File: src/rtl/dft_pkg.sv
// Shared definitions for the single-step DFT debug sequencer.
// Contents:
//   - scan chain geometry (chain length, dump word width, words per dump)
//   - handshake direction constants for the valid/ack/commit protocol
//   - sequencer state encoding and requester phase encoding
package dft_pkg;

  // Scan chain geometry: one dump is the whole chain read out in words.
  localparam int CHAIN_LEN          = 64;
  localparam int DUMP_WORD_W        = 32;
  localparam int WORDS_PER_DUMP_DEF = CHAIN_LEN / DUMP_WORD_W;

  // Handshake directions as seen from the requester side:
  // val is driven by the requester, ack and commit come back from the target.
  localparam bit HS_VAL_IS_OUTPUT    = 1'b1;
  localparam bit HS_ACK_IS_OUTPUT    = 1'b0;
  localparam bit HS_COMMIT_IS_OUTPUT = 1'b0;

  // Top-level sequencer states.
  typedef enum logic [2:0] {
    ST_IDLE     = 3'd0,
    ST_DUT_REQ  = 3'd1,
    ST_DUT_WAIT = 3'd2,
    ST_DFT_REQ  = 3'd3,
    ST_DFT_WAIT = 3'd4,
    ST_DFT_ACK  = 3'd5,
    ST_FIN      = 3'd6
  } sched_state_t;

  // Phases of one valid/ack/commit transaction.
  typedef enum logic [1:0] {
    HS_IDLE = 2'd0,
    HS_REQ  = 2'd1,
    HS_WAIT = 2'd2
  } hs_phase_t;

endpackage

File: src/rtl/hs_req_fsm.sv
// Generic valid/ack/commit requester.
// Ports:
//   clk, reset      clock, asynchronous active-high reset
//   launch          start a transaction (val rises next cycle); also re-arms
//                   in the cycle the current transaction completes
//   cancel          withdraw val while still waiting for ack
//   ack, commit     target responses; ack+commit in one cycle completes at once
//   val             registered request
//   accepted        ack sampled while requesting (combinational)
//   complete        transaction finished this cycle (combinational)
module hs_req_fsm
  import dft_pkg::*;
(
  input  logic clk,
  input  logic reset,
  input  logic launch,
  input  logic cancel,
  input  logic ack,
  input  logic commit,
  output logic val,
  output logic accepted,
  output logic complete
);

  hs_phase_t phase_r;
  hs_phase_t phase_nx;

  // Kept outside the next-phase block so these never depend on launch.
  assign accepted = (phase_r == HS_REQ) && ack;
  assign complete = ((phase_r == HS_REQ) && ack && commit) ||
                    ((phase_r == HS_WAIT) && commit);

  // Next-phase logic; an accepted request is never withdrawn by cancel.
  always_comb begin
    phase_nx = phase_r;
    case (phase_r)
      HS_IDLE: begin
        if (launch) phase_nx = HS_REQ;
        else        phase_nx = HS_IDLE;
      end
      HS_REQ: begin
        if (complete) begin
          if (launch) phase_nx = HS_REQ;
          else        phase_nx = HS_IDLE;
        end else if (ack) begin
          phase_nx = HS_WAIT;
        end else if (cancel) begin
          phase_nx = HS_IDLE;
        end else begin
          phase_nx = HS_REQ;
        end
      end
      HS_WAIT: begin
        if (complete) begin
          if (launch) phase_nx = HS_REQ;
          else        phase_nx = HS_IDLE;
        end else begin
          phase_nx = HS_WAIT;
        end
      end
      default: phase_nx = HS_IDLE;
    endcase
  end

  // Phase register and registered request output.
  always_ff @(posedge clk or posedge reset) begin
    if (reset) begin
      phase_r <= HS_IDLE;
      val     <= 1'b0;
    end else begin
      phase_r <= phase_nx;
      val     <= (phase_nx == HS_REQ);
    end
  end

endmodule

File: src/rtl/dft_step_sched.sv
// Single-step debug sequencer: runs num_steps DUT operations, takes a scan
// dump every dump_period operations and always one after the last operation.
// Ports:
//   clk, reset                        clock, asynchronous active-high reset
//   start, abort                      run control (start only seen in IDLE)
//   num_steps, dump_period            run configuration, latched on start
//   busy, done, err                   status (err sticky until next start)
//   steps_done, dumps_done            progress counters of the current run
//   dut_val_op/dut_op_ack/dut_op_commit           DUT operation handshake
//   dft_val_op/dft_op_ack/dft_op_commit           scan dump handshake
//   dft_out_strobe, dft_commit_ack    dump word strobe, commit acknowledge
module dft_step_sched
  import dft_pkg::*;
#(
  parameter int CNT_W          = 16,
  parameter int WORDS_PER_DUMP = WORDS_PER_DUMP_DEF
) (
  input  logic             clk,
  input  logic             reset,
  input  logic             start,
  input  logic             abort,
  input  logic [CNT_W-1:0] num_steps,
  input  logic [CNT_W-1:0] dump_period,
  output logic             busy,
  output logic             done,
  output logic             err,
  output logic [CNT_W-1:0] steps_done,
  output logic [CNT_W-1:0] dumps_done,
  output logic             dut_val_op,
  input  logic             dut_op_ack,
  input  logic             dut_op_commit,
  output logic             dft_val_op,
  input  logic             dft_op_ack,
  input  logic             dft_op_commit,
  input  logic             dft_out_strobe,
  output logic             dft_commit_ack
);

  // Strobe counter saturates one above the expected count so both too few
  // and too many words are distinguishable.
  localparam int              SC_W   = $clog2(WORDS_PER_DUMP + 2);
  localparam logic [SC_W-1:0] SC_SAT = SC_W'(WORDS_PER_DUMP + 1);
  localparam logic [SC_W-1:0] SC_EXP = SC_W'(WORDS_PER_DUMP);

  sched_state_t     state_r;
  sched_state_t     state_nx;
  logic [CNT_W-1:0] num_steps_r;
  logic [CNT_W-1:0] dump_period_r;
  logic [CNT_W-1:0] period_cnt_r;
  logic             abort_pend_r;
  logic [SC_W-1:0]  strobe_cnt_r;

  logic [SC_W-1:0]  strobe_fin_s;
  logic [CNT_W-1:0] steps_inc_s;
  logic [CNT_W-1:0] period_inc_s;
  logic             period_hit_s;
  logic             dump_due_s;
  logic             abort_any_s;
  logic             dut_launch_s;
  logic             dft_launch_s;
  logic             dut_accepted_s;
  logic             dut_complete_s;
  logic             dft_accepted_s;
  logic             dft_complete_s;

  assign steps_inc_s  = steps_done + CNT_W'(1'b1);
  assign period_inc_s = period_cnt_r + CNT_W'(1'b1);
  assign period_hit_s = (dump_period_r != '0) && (period_inc_s == dump_period_r);
  assign dump_due_s   = (steps_inc_s == num_steps_r) || period_hit_s;
  assign abort_any_s  = abort || abort_pend_r;
  // Count including a strobe that arrives together with the commit.
  assign strobe_fin_s = (dft_out_strobe && (strobe_cnt_r != SC_SAT)) ?
                        (strobe_cnt_r + SC_W'(1'b1)) : strobe_cnt_r;

  hs_req_fsm u_dut_hs (
    .clk      (clk),
    .reset    (reset),
    .launch   (dut_launch_s),
    .cancel   (abort_any_s),
    .ack      (dut_op_ack),
    .commit   (dut_op_commit),
    .val      (dut_val_op),
    .accepted (dut_accepted_s),
    .complete (dut_complete_s)
  );

  hs_req_fsm u_dft_hs (
    .clk      (clk),
    .reset    (reset),
    .launch   (dft_launch_s),
    .cancel   (1'b0),
    .ack      (dft_op_ack),
    .commit   (dft_op_commit),
    .val      (dft_val_op),
    .accepted (dft_accepted_s),
    .complete (dft_complete_s)
  );

  // Sequencer next-state and requester launch decode.
  always_comb begin
    state_nx     = state_r;
    dut_launch_s = 1'b0;
    dft_launch_s = 1'b0;
    case (state_r)
      ST_IDLE: begin
        if (start) begin
          if (num_steps != '0) state_nx = ST_DUT_REQ;
          else                 state_nx = ST_DFT_REQ;
        end else begin
          state_nx = ST_IDLE;
        end
      end
      ST_DUT_REQ, ST_DUT_WAIT: begin
        if (dut_complete_s) begin
          if (dump_due_s || abort_any_s) state_nx = ST_DFT_REQ;
          else                           state_nx = ST_DUT_REQ;
        end else if (dut_accepted_s) begin
          state_nx = ST_DUT_WAIT;
        end else if ((state_r == ST_DUT_REQ) && abort_any_s) begin
          // Not yet accepted, so the request may be dropped.
          state_nx = ST_DFT_REQ;
        end else begin
          state_nx = state_r;
        end
      end
      ST_DFT_REQ, ST_DFT_WAIT: begin
        if (dft_complete_s)      state_nx = ST_DFT_ACK;
        else if (dft_accepted_s) state_nx = ST_DFT_WAIT;
        else                     state_nx = state_r;
      end
      ST_DFT_ACK: begin
        if ((steps_done == num_steps_r) || abort_any_s) state_nx = ST_FIN;
        else                                            state_nx = ST_DUT_REQ;
      end
      ST_FIN:  state_nx = ST_IDLE;
      default: state_nx = ST_IDLE;
    endcase

    // A DUT_REQ -> DUT_REQ move after an immediate commit is a new operation.
    if ((state_nx == ST_DUT_REQ) && ((state_r != ST_DUT_REQ) || dut_complete_s)) begin
      dut_launch_s = 1'b1;
    end else begin
      dut_launch_s = 1'b0;
    end
    if ((state_nx == ST_DFT_REQ) && (state_r != ST_DFT_REQ)) begin
      dft_launch_s = 1'b1;
    end else begin
      dft_launch_s = 1'b0;
    end
  end

  // State register and state-decoded registered outputs.
  always_ff @(posedge clk or posedge reset) begin
    if (reset) begin
      state_r        <= ST_IDLE;
      busy           <= 1'b0;
      done           <= 1'b0;
      dft_commit_ack <= 1'b0;
    end else begin
      state_r        <= state_nx;
      busy           <= (state_nx != ST_IDLE);
      done           <= (state_nx == ST_FIN);
      dft_commit_ack <= (state_nx == ST_DFT_ACK);
    end
  end

  // Run configuration, progress counters, abort and error bookkeeping.
  always_ff @(posedge clk or posedge reset) begin
    if (reset) begin
      num_steps_r   <= '0;
      dump_period_r <= '0;
      period_cnt_r  <= '0;
      steps_done    <= '0;
      dumps_done    <= '0;
      abort_pend_r  <= 1'b0;
      err           <= 1'b0;
      strobe_cnt_r  <= '0;
    end else if ((state_r == ST_IDLE) && start) begin
      num_steps_r   <= num_steps;
      dump_period_r <= dump_period;
      period_cnt_r  <= '0;
      steps_done    <= '0;
      dumps_done    <= '0;
      abort_pend_r  <= 1'b0;
      err           <= 1'b0;
      strobe_cnt_r  <= '0;
    end else begin
      if (abort && (state_r != ST_IDLE) && (state_r != ST_FIN)) begin
        abort_pend_r <= 1'b1;
      end
      if (dut_complete_s) begin
        steps_done   <= steps_inc_s;
        period_cnt_r <= period_hit_s ? '0 : period_inc_s;
      end
      if (dft_complete_s) begin
        dumps_done <= dumps_done + CNT_W'(1'b1);
        if (strobe_fin_s != SC_EXP) begin
          err <= 1'b1;
        end
      end
      if (dft_launch_s) begin
        strobe_cnt_r <= '0;
      end else if ((state_r == ST_DFT_REQ) || (state_r == ST_DFT_WAIT)) begin
        strobe_cnt_r <= strobe_fin_s;
      end
    end
  end

endmodule

File: config.mk
export PLATFORM = sky130hd
export DESIGN_NAME = dft_step_sched
export DESIGN_NICKNAME = d
export VERILOG_FILES = /design/src/rtl/dft_pkg.sv /design/src/rtl/hs_req_fsm.sv /design/src/rtl/dft_step_sched.sv
export SDC_FILE = /design/constraint.sdc
export NUM_CORES = 1
export LEC_CHECK = 0
export ABC_CLOCK_PERIOD_IN_PS = 3400
export CAP_MARGIN = 10
export CORE_UTILIZATION = 56
export DETAILED_ROUTE_END_ITERATION = 6
export PLACE_DENSITY = 0.81
export SLEW_MARGIN = 10
export SYNTH_ARGS = -nofsm -noshare
export SYNTH_HDL_FRONTEND = slang
export SYNTH_SLANG_ARGS = --single-unit
File: constraint.sdc
create_clock -name clk -period 3.4 [get_ports clk]
set_input_delay 0.34 -clock clk [delete_from_list [all_inputs] [get_ports clk]]
set_output_delay 0.34 -clock clk [all_outputs]
set_load 0.02 [all_outputs]
==> results of run 1 <==
## layout by cell type (no fill, tap or decap), drive strengths merged, types with 3 or more instances in the layout
| cell type | instances |
|---|---|
| o21a | 3 |
| and4 | 6 |
| xnor2 | 31 |
| nor2 | 53 |
| clkbuf | 10 |
| nor3 | 15 |
| a21o | 9 |
| a21oi | 20 |
| and2 | 11 |
| dfrtp | 96 |
| buf | 5 |
| ha | 4 |
| nor2b | 3 |
| a31oi | 7 |
| o21ai | 25 |
| nand3 | 22 |
| o31ai | 3 |
| inv | 15 |
| xor2 | 42 |
| nor4 | 21 |
| nand3b | 4 |
| nand2 | 135 |
| or3 | 9 |
| clkinv | 3 |
| mux2i | 3 |
| and3 | 5 |
| clkdlybuf4s50 | 78 |
| nor3b | 5 |
| nand4 | 29 |
## cells by family after synthesis
logic type / after synthesis
simple gates: 328
xor+xnor: 73
fa+ha+maj: 5
compound gates: 100
flops: 96
mux: 4
buf+inv: 55
## how the worst max path moves through the flow
| stage | start | slack, ps | depth (start not counted) | to |
|---|---|---|---|---|
| 2_1_floorplan | reset | 550 | 1 | abort_pend_r$_DFFE_PP0P_ |
| 3_3_place_gp | steps_done[0]$_DFFE_PP0P_ | 530 | 9 | strobe_cnt_r[1]$_DFFE_PP0P_ |
| 3_5_place_dp | steps_done[0]$_DFFE_PP0P_ | 410 | 9 | u_dft_hs.phase_r[0]$_DFF_PP0_ |
| 4_1_cts | steps_done[1]$_DFFE_PP0P_ | 380 | 9 | u_dft_hs.phase_r[0]$_DFF_PP0_ |
| 5_1_grt | steps_done[0]$_DFFE_PP0P_ | 90 | 9 | strobe_cnt_r[1]$_DFFE_PP0P_ |
| 6_report | steps_done[0]$_DFFE_PP0P_ | 350 | 9 | u_dft_hs.phase_r[0]$_DFF_PP0_ |
## stage by stage
step	hold WS [ps]	util	std cells	worst slack, ps	instance area (um2)
after floorplan	403	-	661	555	5770
after global placement	482	0.667	837	532	6580
after detailed placement	482	0.667	837	409	6580
after CTS	452	0.688	853	384	6790
after global routing	471	0.688	853	90.3	6790
final	446	0.688	853	354	6790
## per-layer routing
metal / vias to the layer above / track usage / share of wire
met5: - / 0 / 0
met2: 215 / 0.493 / 0.49
met1: 2470 / 0.372 / 0.42
met4: 0 / 0.0994 / 0.019
li1: 2427 / - / -
met3: 32 / 0.0667 / 0.069
## final cells by class
cell class                      instances  area [um2]
Clock buffer                           10         138
Clock inverter                          6        67.6
Fill cell                             803        3080
Inverter                               15        57.6
Multi-Input combinational cell        510        3120
Sequential cell                        96        2400
Tap cell                              133         166
Timing Repair Buffer                   83         831
## power groups by stage
stage | combinational [mW] | sequential [mW] | clock (mW)
4_1_cts | 1.60 | 1.74 | 0.806
5_1_grt | 1.78 | 1.79 | 0.845
6_report | 1.60 | 1.75 | 0.783
2_1_floorplan | 1.18 | 1.68 | 0
3_5_place_dp | 1.59 | 1.76 | 0
3_3_place_gp | 1.53 | 1.74 | 0
## sequential cells by signal, summed over array words and instances, names as in the netlist, 2 cells and up
signal / count
dump_period_r: 16
dumps_done: 16
num_steps_r: 16
period_cnt_r: 16
steps_done: 16
state_r: 3
strobe_cnt_r: 2
u_dft_hs.phase_r: 2
u_dut_hs.phase_r: 2
## worst register-to-register path, cell delays in order (launching register included)
cell and delay [ps]:
dfrtp_1 510, ha_1 360, and4_1 430, and3_1 290, a31oi_1 120, a2111oi_2 350, nand4_1 160, and4b_1 280
nor3_2 300, a32o_1 190
==> results.py, run 1 <==
metrics = {
    "logic_synthesis": {
        "synth.top_cells.by_count": "134 x nand2_1, 96 x dfrtp_1, 53 x nor2_1",
        "syn_area_per_cell_um2": 8.74,
        "async_reset_ff_frac": 1.00,
        "synth_top_area_cell": "dfrtp_1",
        "synth_area_leaders": "dfrtp_1 42%, nand2_1 8.7%, xor2_1 6.4%",
        "ys_ff_latch": 96,
        "synth_top_family_by_area": "simple AND/OR/NAND/NOR gates",
        "synth_compound_area_frac": 0.125,
        "syn_inst": 661,
        "synthAdderAreaFrac": 0.0104,
        "synth_cell_types": 74,
        "yosysMostFrequentCell": "nand2_1",
        "synth_edf_count": 0,
        "ys_seq_area_frac": 0.416,
        "ys.flop_type": "dfrtp_1",
        "muxShareOfSynthArea": 0.00715,
        "synthSimpleGateAreaFrac": 0.286,
        "synthesis.area_um2": 5770,
        "synth_top_area_share": 0.416,
        "yosysWarnings": 0,
        "synth_xor_area_frac": 0.111,
        "syn_nets": 706,
    },
    "timing": {
        "fin_tns_setup_ps": 0,
        "finClkSkew_ps": 11.3,
        "finalSetupViolations": 0,
        "max-slew-margin-rel": 0.402,
        "rsz0062_at_grt": "false",
        "finalCritPeriodShare": 0.896,
        "min_period_ps": 3050,
        "slew_violations": 0,
        "max_freq_mhz": 328,
        "hold_violations": 0,
        "max_slew.worst_pin.slew_ps": 896,
    },
    "floorplanning": {
        "die_w_um": 104,
        "initial_core_util": 0.585,
        "num_rows": 36,
        "die_area_um2": 10700,
        "ios": 79,
        "die_h_um": 104,
        "coreArea_um2": 9860,
    },
    "worst_hold_path": {
        "hold_path.class": "in2async",
    },
    "global_routing": {
        "overflow": 0,
        "grt_pass1_vias": 4970,
        "grt_max_degree": 52,
        "grt_first_pass_wirelength_mm": 24.9,
        "grtUsageTotal": 0.293,
        "antenna_found_initial": 0,
    },
    "finish": {
        "drive_above_1_share": 0.0597,
        "diodes": 0,
        "fin_nets": 760,
        "area_growth_pct": 17.5,
    },
    "pwr": {
        "pwr-share-comb": 0.387,
        "ir_drop_mv": 0.497,
        "p_seq_frac": 0.424,
        "internal_power_mw": 2.46,
        "swShare": 0.406,
        "p_leak_nw": 2.92,
        "power_frac_clock": 0.189,
        "power_density_nw_per_um2": 609,
        "report.power.total_mw": 4.14,
        "power.switching_mw": 1.68,
    },
    "clock_network": {
        "clkLatencyLatePin_ps": 390,
        "clockRootBuffer": "clkbuf_8",
        "clockBufferDepth": 2,
        "cts_hold_buffers": 0,
        "cts.sinks": 96,
        "clk_pin_slew_ps": 90,
        "cts-resized-gates": 0,
        "cts_tree": "yes",
        "cts_made_buffers": 9,
        "htreeDepth": 3,
        "post-cts-setup-buffer-count": 0,
    },
    "detailed_routing": {
        "first_iter_violations": 356,
        "wire_per_inst_um": 17.5,
        "dr_total_vias": 5144,
        "wirelength_mm": 14.9,
        "final_antenna_net_count": 0,
        "viasPerCell": 6.03,
        "dr.pass1.iters": 5,
        "drc": 0,
    },
    "setup_path": {
        "regToRegSetupSlack_ps": 350,
        "r2r-end": "u_dft_hs.phase_r[0]$_DFF_PP0_",
        "r2r-start": "steps_done[0]$_DFFE_PP0P_",
        "worstPathArrival_ps": 3370,
        "slowest_delay_ps": 510,
        "required_ps": 3730,
        "startpoint_type": "flip-flop",
        "crit_type": "reg2reg",
        "crit_family": "simple AND/OR/NAND/NOR gates",
        "path_cells": "ha_1, and4_1, and3_1, a31oi_1, a2111oi_2, nand4_1, and4b_1, nor3_2, a32o_1",
        "crit_path_end_kind": "flip-flop",
        "crit_buf_inv": 0,
        "critPathMaxFanout": 8,
        "slowest_stage": "dfrtp_1",
        "r2r_cells": 9,
    },
    "flow_run": {
        "drv_cap": 0,
    },
    "placement": {
        "hpwl_mm": 10.9,
        "place_congestion": 0.964,
        "io_buffers": 78,
    },
    "outcome": {
        "status": "finished, final reports clean",
    },
}
Note: power is estimated with default switching activity, not from simulation.
==> run 2: changes to the inputs <==
SLEW_MARGIN = 20   (was 10)
==> results of run 2 <==
Final layout, timing and power as in run 1 (identical DEF).
==> run 3: changes to the inputs <==
TNS_END_PERCENT = 50   (was default)
==> results of run 3 <==
Final layout, timing and power as in run 1 (identical DEF).
